$ cat config.mk
export PLATFORM = sky130hd
export DESIGN_NAME = sram1rw_req_ctrl
export DESIGN_NICKNAME = d
export VERILOG_FILES = /design/src/rtl/sram1rw_req_ctrl_pkg.sv /design/src/rtl/sram1rw_req_ctrl_rsp_fifo.sv /design/src/rtl/sram1rw_req_ctrl.sv
export SDC_FILE = /design/constraint.sdc
export NUM_CORES = 1
export LEC_CHECK = 0
export CORE_ASPECT_RATIO = 0.6
export CORE_MARGIN = 1
export CORE_UTILIZATION = 50
export CTS_CLUSTER_SIZE = 30
export DETAILED_ROUTE_END_ITERATION = 16
export PLACE_DENSITY_LB_ADDON = 0.12
export SYNTH_ARGS = -nofsm -noshare
export SYNTH_HDL_FRONTEND = slang
export SYNTH_SLANG_ARGS = --single-unit
$ cat constraint.sdc
create_clock -name CE -period 5 [get_ports CE]
set_input_delay 1 -clock CE [delete_from_list [all_inputs] [get_ports CE]]
set_output_delay 1 -clock CE [all_outputs]
set_load 0.01 [all_outputs]
$ cat src/rtl/sram1rw_req_ctrl_pkg.sv
`default_nettype none
// ============================================================================
// Module : sram1rw_req_ctrl_pkg
// Brief  : Shared defaults, FSM state type and byte-merge helper for the
//          single-port SRAM request controller.
// Rev    : 1.0 - initial release
// ============================================================================
package sram1rw_req_ctrl_pkg;

   localparam int DEFAULT_ADDR_W    = 8;
   localparam int DEFAULT_DATA_W    = 32;
   localparam int DEFAULT_RSP_DEPTH = 2;

   typedef enum logic [0:0] {
      IDLE   = 1'b0,
      RMW_WR = 1'b1
   } state_t;

   // Selects the new byte when its enable is set, otherwise keeps the old one.
   function automatic logic [7:0] byte_merge(input logic [7:0] old_byte,
                                             input logic [7:0] new_byte,
                                             input logic       en);
      return en ? new_byte : old_byte;
   endfunction

endpackage
`default_nettype wire

$ cat src/rtl/sram1rw_req_ctrl_rsp_fifo.sv
`default_nettype none
// ============================================================================
// Module : sram_rsp_fifo
// Brief  : Small response FIFO holding read data until the consumer takes it.
//          Head entry is presented combinationally on rdata.
// Rev    : 1.0 - initial release
// ============================================================================
module sram_rsp_fifo #(
   parameter int DATA_W    = 32,
   parameter int RSP_DEPTH = 2,
   localparam int CNT_W    = $clog2(RSP_DEPTH + 1),
   localparam int PTR_W    = (RSP_DEPTH > 1) ? $clog2(RSP_DEPTH) : 1
) (
   input  logic              clk,
   input  logic              rst_n,
   input  logic              push,
   input  logic [DATA_W-1:0] wdata,
   input  logic              pop,
   output logic [DATA_W-1:0] rdata,
   output logic [CNT_W-1:0]  count,
   output logic              valid
);

   logic [DATA_W-1:0] mem [RSP_DEPTH];
   logic [PTR_W-1:0]  wr_ptr;
   logic [PTR_W-1:0]  rd_ptr;
   logic              full;
   logic              do_pop;
   logic              do_push;

   assign valid   = (count != '0);
   assign full    = (count == CNT_W'(RSP_DEPTH));
   assign do_pop  = pop && valid;
   // A push into a full FIFO is only legal when the head leaves on the same edge.
   assign do_push = push && (!full || do_pop);
   assign rdata   = mem[rd_ptr];

   // Pointer and occupancy tracking; pointers wrap at RSP_DEPTH.
   always_ff @(posedge clk or negedge rst_n) begin
      if (!rst_n) begin
         wr_ptr <= '0;
         rd_ptr <= '0;
         count  <= '0;
      end else begin
         if (do_push)
            wr_ptr <= (wr_ptr == PTR_W'(RSP_DEPTH - 1)) ? '0 : wr_ptr + 1'b1;
         if (do_pop)
            rd_ptr <= (rd_ptr == PTR_W'(RSP_DEPTH - 1)) ? '0 : rd_ptr + 1'b1;
         if (do_push && !do_pop)
            count <= count + 1'b1;
         else if (!do_push && do_pop)
            count <= count - 1'b1;
      end
   end

   // Storage array; contents need no reset since occupancy gates visibility.
   always_ff @(posedge clk) begin
      if (do_push)
         mem[wr_ptr] <= wdata;
   end

endmodule
`default_nettype wire

$ cat src/rtl/sram1rw_req_ctrl.sv
`default_nettype none
// ============================================================================
// Module : sram1rw_req_ctrl
// Brief  : Valid/ready request front-end for a single-port SRAM macro with
//          active-low strobes. Handles reads, full writes and byte-masked
//          writes (read-modify-write), with an in-order response FIFO.
// Rev    : 1.0 - initial release
// ============================================================================
module sram1rw_req_ctrl
   import sram1rw_req_ctrl_pkg::*;
#(
   parameter int ADDR_W    = DEFAULT_ADDR_W,
   parameter int DATA_W    = DEFAULT_DATA_W,
   parameter int RSP_DEPTH = DEFAULT_RSP_DEPTH
) (
   input  logic                CE,
   input  logic                RSTB,
   input  logic                req_valid,
   output logic                req_ready,
   input  logic                req_we,
   input  logic [DATA_W/8-1:0] req_be,
   input  logic [ADDR_W-1:0]   req_addr,
   input  logic [DATA_W-1:0]   req_wdata,
   output logic                rsp_valid,
   input  logic                rsp_ready,
   output logic [DATA_W-1:0]   rsp_rdata,
   output logic [ADDR_W-1:0]   sram_A,
   output logic                sram_CSB,
   output logic                sram_WEB,
   output logic                sram_OEB,
   output logic [DATA_W-1:0]   sram_I,
   input  logic [DATA_W-1:0]   sram_O
);

   localparam int BE_W  = DATA_W / 8;
   localparam int CNT_W = $clog2(RSP_DEPTH + 1);

   state_t            state;
   logic              rd_inflight;
   logic [ADDR_W-1:0] rmw_addr;
   logic [BE_W-1:0]   rmw_be;
   logic [DATA_W-1:0] rmw_wdata;
   logic [DATA_W-1:0] merged;
   logic [CNT_W-1:0]  fifo_count;
   logic [CNT_W:0]    occupancy;
   logic              rd_credit;
   logic              accept;
   logic              acc_read;
   logic              acc_full_wr;
   logic              acc_partial;

   // Reads reserve a FIFO slot at issue, so in-flight reads count as occupied.
   assign occupancy = {1'b0, fifo_count} + (CNT_W + 1)'(rd_inflight);
   assign rd_credit = occupancy < (CNT_W + 1)'(RSP_DEPTH);

   // Gating with RSTB keeps ready low during reset yet high right after release.
   assign req_ready   = RSTB && (state == IDLE) && (req_we || rd_credit);
   assign accept      = req_valid && req_ready;
   assign acc_read    = accept && !req_we;
   assign acc_full_wr = accept && req_we && (&req_be);
   assign acc_partial = accept && req_we && (|req_be) && !(&req_be);

   // Byte merge of the freshly read word with the registered masked write data.
   always_comb begin
      merged = '0;
      for (int b = 0; b < BE_W; b++)
         merged[b*8 +: 8] = byte_merge(sram_O[b*8 +: 8], rmw_wdata[b*8 +: 8], rmw_be[b]);
   end

   // Macro strobes follow the accepted request so the macro acts on the same edge.
   always_comb begin
      sram_CSB = 1'b1;
      sram_WEB = 1'b1;
      sram_OEB = 1'b1;
      sram_A   = req_addr;
      sram_I   = req_wdata;
      if (state == RMW_WR) begin
         sram_CSB = 1'b0;
         sram_WEB = 1'b0;
         sram_A   = rmw_addr;
         sram_I   = merged;
      end else if (acc_read || acc_partial) begin
         sram_CSB = 1'b0;
         sram_OEB = 1'b0;
      end else if (acc_full_wr) begin
         sram_CSB = 1'b0;
         sram_WEB = 1'b0;
      end
   end

   // Control FSM: IDLE accepts requests, RMW_WR writes back the merged word.
   always_ff @(posedge CE or negedge RSTB) begin
      if (!RSTB) begin
         state       <= IDLE;
         rd_inflight <= 1'b0;
         rmw_addr    <= '0;
         rmw_be      <= '0;
         rmw_wdata   <= '0;
      end else begin
         rd_inflight <= acc_read;
         case (state)
            IDLE: begin
               if (acc_partial) begin
                  state     <= RMW_WR;
                  rmw_addr  <= req_addr;
                  rmw_be    <= req_be;
                  rmw_wdata <= req_wdata;
               end
            end
            RMW_WR:  state <= IDLE;
            default: state <= IDLE;
         endcase
      end
   end

   sram_rsp_fifo #(
      .DATA_W    (DATA_W),
      .RSP_DEPTH (RSP_DEPTH)
   ) u_rsp_fifo (
      .clk   (CE),
      .rst_n (RSTB),
      .push  (rd_inflight),
      .wdata (sram_O),
      .pop   (rsp_valid && rsp_ready),
      .rdata (rsp_rdata),
      .count (fifo_count),
      .valid (rsp_valid)
   );

endmodule
`default_nettype wire

==> results of run 1 <==
routing by layer:
layer	GRT usage, %	routed length (um)	vias up
met2	37.41	5289	113
li1	-	-	1588
met5	0	0	-
met1	30.53	5334	1651
met4	7.326	117	0
met3	8.889	927	14
cell families (layout without fill, tap and decap cells):
logic type | Yosys count | after routing | synth area share, %
compound gates | 38 | 38 | 3.992
xor+xnor | 5 | 5 | 0.8678
fa+ha+maj | 1 | 1 | 0.2479
buf+inv | 23 | 196 | 2.306
flops | 114 | 114 | 62.88
mux | 116 | 116 | 25.09
simple gates | 46 | 46 | 4.612
metrics by stage:
stage	power [uW]	cells	setup WS (ns)	util, %
6_report	3205	646	1.116	76.75
5_1_grt	3331	646	0.9593	76.75
4_1_cts	3228	646	1.109	76.75
3_5_place_dp	2042	614	1.145	70.70
3_3_place_gp	2020	614	1.140	70.70
2_1_floorplan	1659	343	2.116	-
report_power, final:
part / leakage, uW / total (uW) / switching (uW) / internal (uW)
clock network: 0.000281 / 1180 / 390 / 792
logic: 0.00136 / 744 / 264 / 480
registers: 0.00117 / 1280 / 155 / 1120
total: 0.00282 / 3200 / 809 / 2400
registers in the layout (all words and copies together), names as in the netlist:
register / flops
u_rsp_fifo.wr_ptr: 1
state: 1
u_rsp_fifo.rd_ptr: 1
rmw_addr: 8
u_rsp_fifo.mem: 64
u_rsp_fifo.count: 2
rd_inflight: 1
rmw_be: 4
rmw_wdata: 32
area by class of cell:
class | instances | area (um^2)
Inverter | 3 | 11.26
Timing Repair Buffer | 161 | 1597
Clock inverter | 7 | 108.9
Sequential cell | 114 | 3176
Tap cell | 130 | 162.7
Clock buffer | 25 | 465.4
Multi-Input combinational cell | 206 | 1765
Fill cell | 610 | 2207
cells in the final DEF, fill, tap and decap left out, types with 3 or more instances in the layout:
| cell | count |
|---|---|
| clkdlybuf4s50_1 | 156 |
| clkbuf_16 | 17 |
| xnor2_1 | 4 |
| a21oi_1 | 34 |
| edfxtp_1 | 64 |
| nor2_1 | 34 |
| mux2_2 | 82 |
| inv_1 | 3 |
| mux2i_1 | 32 |
| dfrtp_1 | 48 |
| clkbuf_1 | 7 |
| buf_4 | 4 |
| clkinv_2 | 3 |
| bufinv_16 | 3 |
worst max path at each step:
stage / startpoint / endpoint / slack [ns] / cells after the start
2_1_floorplan: rsp_ready / u_rsp_fifo.mem[0][0] / 2.12 / 2
3_3_place_gp: req_be[1] / sram_CSB / 1.14 / 5
3_5_place_dp: req_be[1] / sram_CSB / 1.15 / 5
4_1_cts: req_be[1] / sram_CSB / 1.11 / 5
5_1_grt: req_be[1] / sram_CSB / 0.96 / 5
6_report: req_be[1] / sram_CSB / 1.12 / 5
worst max-delay path, stage by stage:
cell and delay [ns]:
clkdlybuf4s50_1 0.46, nor4_2 0.57, a21oi_1 0.13, a21oi_1 0.16
clkdlybuf4s50_1 0.56
==> reports/metrics.cfg, run 1 <==
[setup_path]
regToRegStartpoint=u_rsp_fifo.count[0]
crit_fanout=3
cp.arrival_ns=2.88
critPathCaptureType=output port
cp-start-kind=input port
rr_endpoint=u_rsp_fifo.mem[1][7]
r2r_cells=3
critPathRequiredTime_ns=4.00
path_class=in -> out
r2r_setup_slack_ns=2.89

[clock_tree]
cts.sinks=114
path_clk_slew_ns=0.05
cts_max_level=4
clock_path_buffers=2
cts_buffers=17
cts_tree=yes
clk_latency_ns=0.40
cts_setup_buffers=0
cts_resized=0
cts_root_buffer=clkbuf_16
hold_buffers=0

[synth]
netlist_area_mm2=0.005046
syn_avg_cell_area_um2=14.71
synth_cell_types=27
synth_nets=425
yosys_warnings=0
syn_inst=343
synthTopCellsByArea=edfxtp_1, dfrtp_1, mux2_2, mux2i_1, a21oi_1
synth_top_area_share_pct=38.09
yosysMostFrequentCell=mux2_2
synth-seq-cells=114
synth_flop_cell=edfxtp_1
synthArstFlopShare_pct=43.86
yosys.area.top_type=edfxtp_1
seq_area_frac_synth_pct=62.88
synthTopCellsByCount=mux2_2, edfxtp_1, dfrtp_1
synth_edf_count=64

[hold_path]
min_path_cells=1
min_to=rmw_wdata[21]
hp-start=rmw_wdata[21]
hold_path_class=reg -> reg

[cells_and_area]
drive_above_1_share_pct=23.06
nNetsFinal=585
finalInstanceArea_mm2=0.007286
area_growth_pct=44.38
num_antenna_cells=0

[die]
start_util_pct=53.16
rows=27
coreArea_mm2=0.009493
dieArea_mm2=0.01051
io-pin-count=158
dieWidth_um=131.7
die_y_um=79.82

[sta]
skew_ns=0.005179
grt_setup_unrepaired=no
setup_violations=0
worst_pin_slew_ns=1.054
relSlewSlack_pct=29.60
final-hold-violation-count=0
setup_tns_ns=0
report.final.slew_viol_count=0
timing.final.crit_share_pct=77.67
max_freq_mhz=257.5
period_minus_slack_ns=3.884
hold-worst-slack_ns=0.4932

[routing]
drtPass1Iterations=4
ant_nets=0
drt_iter0_markers=166
wl_um=11670
route.detailed.drc=0
vias_per_cell=5.211
wire_per_inst_um=18.06
vias=3366

[run_status]
status=completed

[power_and_ir_drop]
p_leak_uw=0.002817
p_per_area_mw_per_mm2=439.9
worst_ir_drop_vdd_uv=290.8

[global_route]
grt_max_degree=53
grt_usage_pct=23.71
grt_pass1_wl_um=18420
grt_pass1_vias=3529
antenna_found_initial=0
overflow=0

[placement]
gp_congestion=0.7799
post_dp_cell_area_mm2=0.006711
io_buffers=157
dp_hpwl_um=7641

[job]
maxCapViolCount=0

(Power assumes the default switching activity.)
==> inputs of run 2 (changes only) <==
--- a/config.mk
+++ b/config.mk
@@ -7,7 +7,7 @@
 export LEC_CHECK = 0
 export CORE_ASPECT_RATIO = 0.6
 export CORE_MARGIN = 1
-export CORE_UTILIZATION = 50
+export CORE_UTILIZATION = 42
 export CTS_CLUSTER_SIZE = 30
 export DETAILED_ROUTE_END_ITERATION = 16
 export PLACE_DENSITY_LB_ADDON = 0.12
==> constraint.sdc (replaced) <==
create_clock -name CE -period 3.57 [get_ports CE]
set_input_delay 0.714 -clock CE [delete_from_list [all_inputs] [get_ports CE]]
set_output_delay 0.714 -clock CE [all_outputs]
set_load 0.01 [all_outputs]
==> run 2 against run 1 <==
Effect of this change:
- critical path type unchanged
- count of clock-buffer cells in the layout down 7
- cell count up 5.1%
- total power up 46%
- non-clock buffer count up 3
- via count down 0.56%
- core utilization down 12 points
- worst setup slack worse by 0.90 ns
==> reports/metrics.cfg, run 2 (synthesized netlist as in run 1, its figures left out) <==
[run_status]
status=completed

[sta]
setup_ws_ns=0.2166
skew_ns=0.009855
setup_tns_ns=0
worst_pin_slew_ns=0.9040
timing.final.crit_share_pct=93.93
period_minus_slack_ns=3.353
max_freq_mhz=298.2
final-hold-violation-count=0
grt_setup_unrepaired=no
report.final.slew_viol_count=0
relSlewSlack_pct=39.74
setup_violations=0

[routing]
wire_per_inst_um=17.32
drt_iter0_markers=128
wl_um=11760
vias_per_cell=4.929
route.detailed.drc=0
drtPass1Iterations=4
ant_nets=0
vias=3347

[power_and_ir_drop]
seqPwrFrac_pct=37.5
swShare_pct=25.11
worst_ir_drop_vdd_uv=434.1
clockPowerShare_pct=38.9
power_switching_uw=1175
p_leak_uw=0.002863
p_per_area_mw_per_mm2=629.1
p_int_uw=3504
p_comb_share_pct=23.6

[cells_and_area]
reg_top3=u_rsp_fifo.mem (64), rmw_wdata (32), rmw_addr (8)
nNetsFinal=588
largest_register=u_rsp_fifo.mem
num_antenna_cells=0
drive_above_1_share_pct=24.66
fin_util_pct=64.76
largest_reg_flops=64
final_common_cell=clkdlybuf4s50_1
area_growth_pct=47.41
finalInstanceArea_mm2=0.007438
final_cell_mix=clkdlybuf4s50_1, mux2_2, edfxtp_1
layout.cells.non_filler=679

[clock_tree]
cts_tree=yes
cts_setup_buffers=0
path_clk_slew_ns=0.05
cts.sinks=114
hold_buffers=0
clock_path_buffers=2
clk_latency_ns=0.40
cts_max_level=4
cts_root_buffer=clkbuf_16
cts_resized=0
cts_buffers=17

[setup_path]
cp_num_cells=5
crit_fanout=3
cp_slowest_cell=nor4_2
cpPeakStageDelay_ns=0.59
critPathRequiredTime_ns=2.86
worstPathCellList=clkdlybuf4s50_1 -> nor4_2 -> a21oi_1 -> a21oi_1 -> clkdlybuf4s50_1
cp.arrival_ns=2.64
r2r_cells=4
crit_end=sram_CSB
critical_path.top_delay_family=buffers and inverters
cp-start-kind=input port
path_class=in -> out
rr_endpoint=rmw_wdata[10]
cp-startpoint=req_be[1]
critPathCaptureType=output port
cp.buffers_inverters=2
regToRegStartpoint=state
r2r_setup_slack_ns=1.32

[placement]
pre_cts_ws_ns=0.2341
dpl.cell_count=647
io_buffers=157
post_dp_cell_area_mm2=0.006797
gp_congestion=0.7824
dp_hpwl_um=8051

[global_route]
grt_pass1_wl_um=18370
grt_pass1_vias=3366
grt_max_degree=49
overflow=0
antenna_found_initial=0
grt_usage_pct=20.26

[job]
maxCapViolCount=0

[die]
coreArea_mm2=0.01149
start_util_pct=43.93
die_y_um=86.91
dieArea_mm2=0.01247
dieWidth_um=143.5
io-pin-count=158
rows=30

[hold_path]
hold_path_class=in -> async

## run 2: layout make-up
cell class,count,area [um^2]
sequential,114,3176
timing repair buffer,164,1644
fill,891,4048
tap,160,200.2
multi-input combinational,206,1765
clock buffer,18,429.2
clock inverter,14,212.7
inverter,3,11.26
## run 2: worst reg2reg max path, delay by kind of cell (launching register included)
kind | cells | cell delay [ns]
buffers and inverters | 1 | 0.38
muxes | 1 | 0.41
DFF | 1 | 0.72
and+or+nand+nor | 2 | 0.63
## run 2: per-stage QoR
step / power, uW / hold slack [ns]
floorplan: 2323 / 0.4184
global placement: 2871 / 0.4743
detailed placement: 2891 / 0.4868
CTS: 4725 / 0.1533
global route: 4879 / 0.1591
finish: 4679 / 0.1658
## run 2: per-layer routing
layer	global-route usage, %	vias up	share of wire, %
li1	-	1611	-
met1	28.35	1607	48
met2	29.35	115	43
met3	7.147	14	7.8
met4	6.673	0	1.1
met5	0	-	0
## run 2: worst min path at each step
stage               depth (start not counted)            end  slack [ns]
global route                                1    rmw_addr[6]        0.16
floorplan                                   0    rd_inflight        0.42
finish                                      1    rmw_addr[4]        0.17
detailed placement                          1  rmw_wdata[21]        0.49
global placement                            1  rmw_wdata[20]        0.47
CTS                                         1    rmw_addr[4]        0.15
## run 2: power groups by stage
stage,Clock [uW],Combinational [uW],Sequential [uW]
after floorplan,0,669,1650
after global placement,0,1100,1770
after detailed placement,0,1110,1780
after CTS,1850,1120,1760
after global routing,1910,1190,1780
final,1820,1110,1750
==> inputs of run 3 (changes only) <==
--- a/config.mk
+++ b/config.mk
@@ -8,6 +8,7 @@
 export CORE_ASPECT_RATIO = 0.6
 export CORE_MARGIN = 1
 export CORE_UTILIZATION = 42
+export CTS_BUF_LIST = sky130_fd_sc_hd__clkbuf_4 sky130_fd_sc_hd__clkbuf_8 sky130_fd_sc_hd__clkbuf_16
 export CTS_CLUSTER_SIZE = 30
 export DETAILED_ROUTE_END_ITERATION = 16
 export PLACE_DENSITY_LB_ADDON = 0.12
==> run 3 against run 2 <==
Effect of this change:
- via count rose by 0.30%
- wire length is essentially flat
- non-clock buffer count is the same
- count of clock-buffer cells in the layout unchanged
- design area about the same
- highest routed layer unchanged
- sequential power hardly changed
- largest power group unchanged
- clock skew grew 0.0024 ns
- critical path depth is the same
- first-iteration DRC count is 4.7% lower
- cell count stayed put
- sequential cell count unchanged
- combinational power is essentially flat
==> reports/metrics.cfg, run 3 (synthesized netlist as in run 1, its figures left out) <==
[routing]
wire_per_inst_um=17.34
wl_um=11770
ant_nets=0
vias=3357
drt_iter0_markers=122
vias_per_cell=4.944
drtPass1Iterations=4
route.detailed.drc=0

[sta]
setup_ws_ns=0.2177
period_minus_slack_ns=3.352
hold-worst-slack_ns=0.1669
setup_tns_ns=0
relSlewSlack_pct=39.42
worst_pin_slew_ns=0.9087
timing.final.crit_share_pct=93.90
skew_ns=0.01227
report.final.slew_viol_count=0
grt_setup_unrepaired=no
final-hold-violation-count=0
max_freq_mhz=298.3
setup_violations=0

[setup_path]
critPathCaptureType=output port
path_class=in -> out
cp-start-kind=input port
cp.arrival_ns=2.64
critPathRequiredTime_ns=2.86
crit_fanout=3

[clock_tree]
cts_max_level=4
cts.sinks=114
clock_path_buffers=2
cts_root_buffer=clkbuf_16
path_clk_slew_ns=0.05
cts_resized=0
cts_tree=yes
hold_buffers=0
cts_buffers=17
clk_latency_ns=0.40
cts_setup_buffers=0

[cells_and_area]
area_growth_pct=47.48
largest_register=u_rsp_fifo.mem
nNetsFinal=588
fill_cells=892
largest_reg_flops=64
final_cell_mix=clkdlybuf4s50_1, mux2_2, edfxtp_1
final_common_cell=clkdlybuf4s50_1
layout.cells.non_filler=679
reg_top3=u_rsp_fifo.mem (64), rmw_wdata (32), rmw_addr (8)
num_antenna_cells=0
drive_above_1_share_pct=24.86

[die]
coreArea_mm2=0.01149
dieArea_mm2=0.01247
die_y_um=86.91
dieWidth_um=143.5
rows=30
start_util_pct=43.93
io-pin-count=158

[power_and_ir_drop]
p_leak_uw=0.002866
p_per_area_mw_per_mm2=629.4
worst_ir_drop_vdd_uv=428.4

[global_route]
overflow=0
grt_pass1_vias=3349
grt_pass1_wl_um=18430
antenna_found_initial=0
grt_max_degree=49
grt_usage_pct=20.29

[placement]
dpl.cell_count=647
io_buffers=157
dp_hpwl_um=8051
gp_congestion=0.7824
pre_cts_ws_ns=0.2341

[hold_path]
hold_path_class=in -> async

[job]
maxCapViolCount=0

[run_status]
status=completed

run 3: changes by cell type in the layout (fill, tap and decap cells not counted):
cell,change
clkbuf_4,+1
clkbuf_1,-1
run 3: layout make-up:
cell class                 count  area [um^2]  share of cell area [%]
clock buffer                  18        432.9                   5.817
multi-input combinational    206         1765                   23.72
timing repair buffer         164         1644                   22.09
tap                          160        200.2                   2.690
sequential                   114         3176                   42.67
clock inverter                14        212.7                   2.858
inverter                       3        11.26                  0.1513
run 3: power breakdown:
part           total [uW]  internal, uW  leakage, uW  switching [uW]
logic                1110           696      0.00139             411
clock network        1820          1240     0.000307             582
registers            1750          1570      0.00117             179
run 3: critical path: stages:
cell	delay (ns)
clkdlybuf4s50_1	0.46
nor4_2	0.59
a21oi_1	0.14
a21oi_1	0.17
clkdlybuf4s50_1	0.57
run 3: worst paths after layout:
path	start	to	slack [ns]	depth (start not counted)
worst max-delay path	req_be[1]	sram_CSB	0.22	5
worst min-delay path	RSTB	rmw_addr[5]	0.17	1
worst max register to register	state	rmw_wdata[10]	1.31	4
worst min register to register	rmw_wdata[21]	rmw_wdata[21]	0.49	1
max in group asynchronous	RSTB	state	2.51	2
min in group CE	rmw_wdata[21]	rmw_wdata[21]	0.49	1
run 3: layer usage:
layer / track usage, % / share of wire [%]
met1: 28.49 / 49
met2: 29.57 / 43
met3: 6.982 / 7.5
met4: 6.383 / 0.76
met5: 0 / 0
run 3: through the flow:
| stage | power, uW | instance area, um^2 | utilization [%] |
|---|---|---|---|
| floorplan | 2323 | 5046 | - |
| global placement | 2871 | 6797 | 59.17 |
| detailed placement | 2891 | 6797 | 59.17 |
| CTS | 4733 | 7442 | 64.79 |
| global route | 4886 | 7442 | 64.79 |
| finish | 4684 | 7442 | 64.79 |
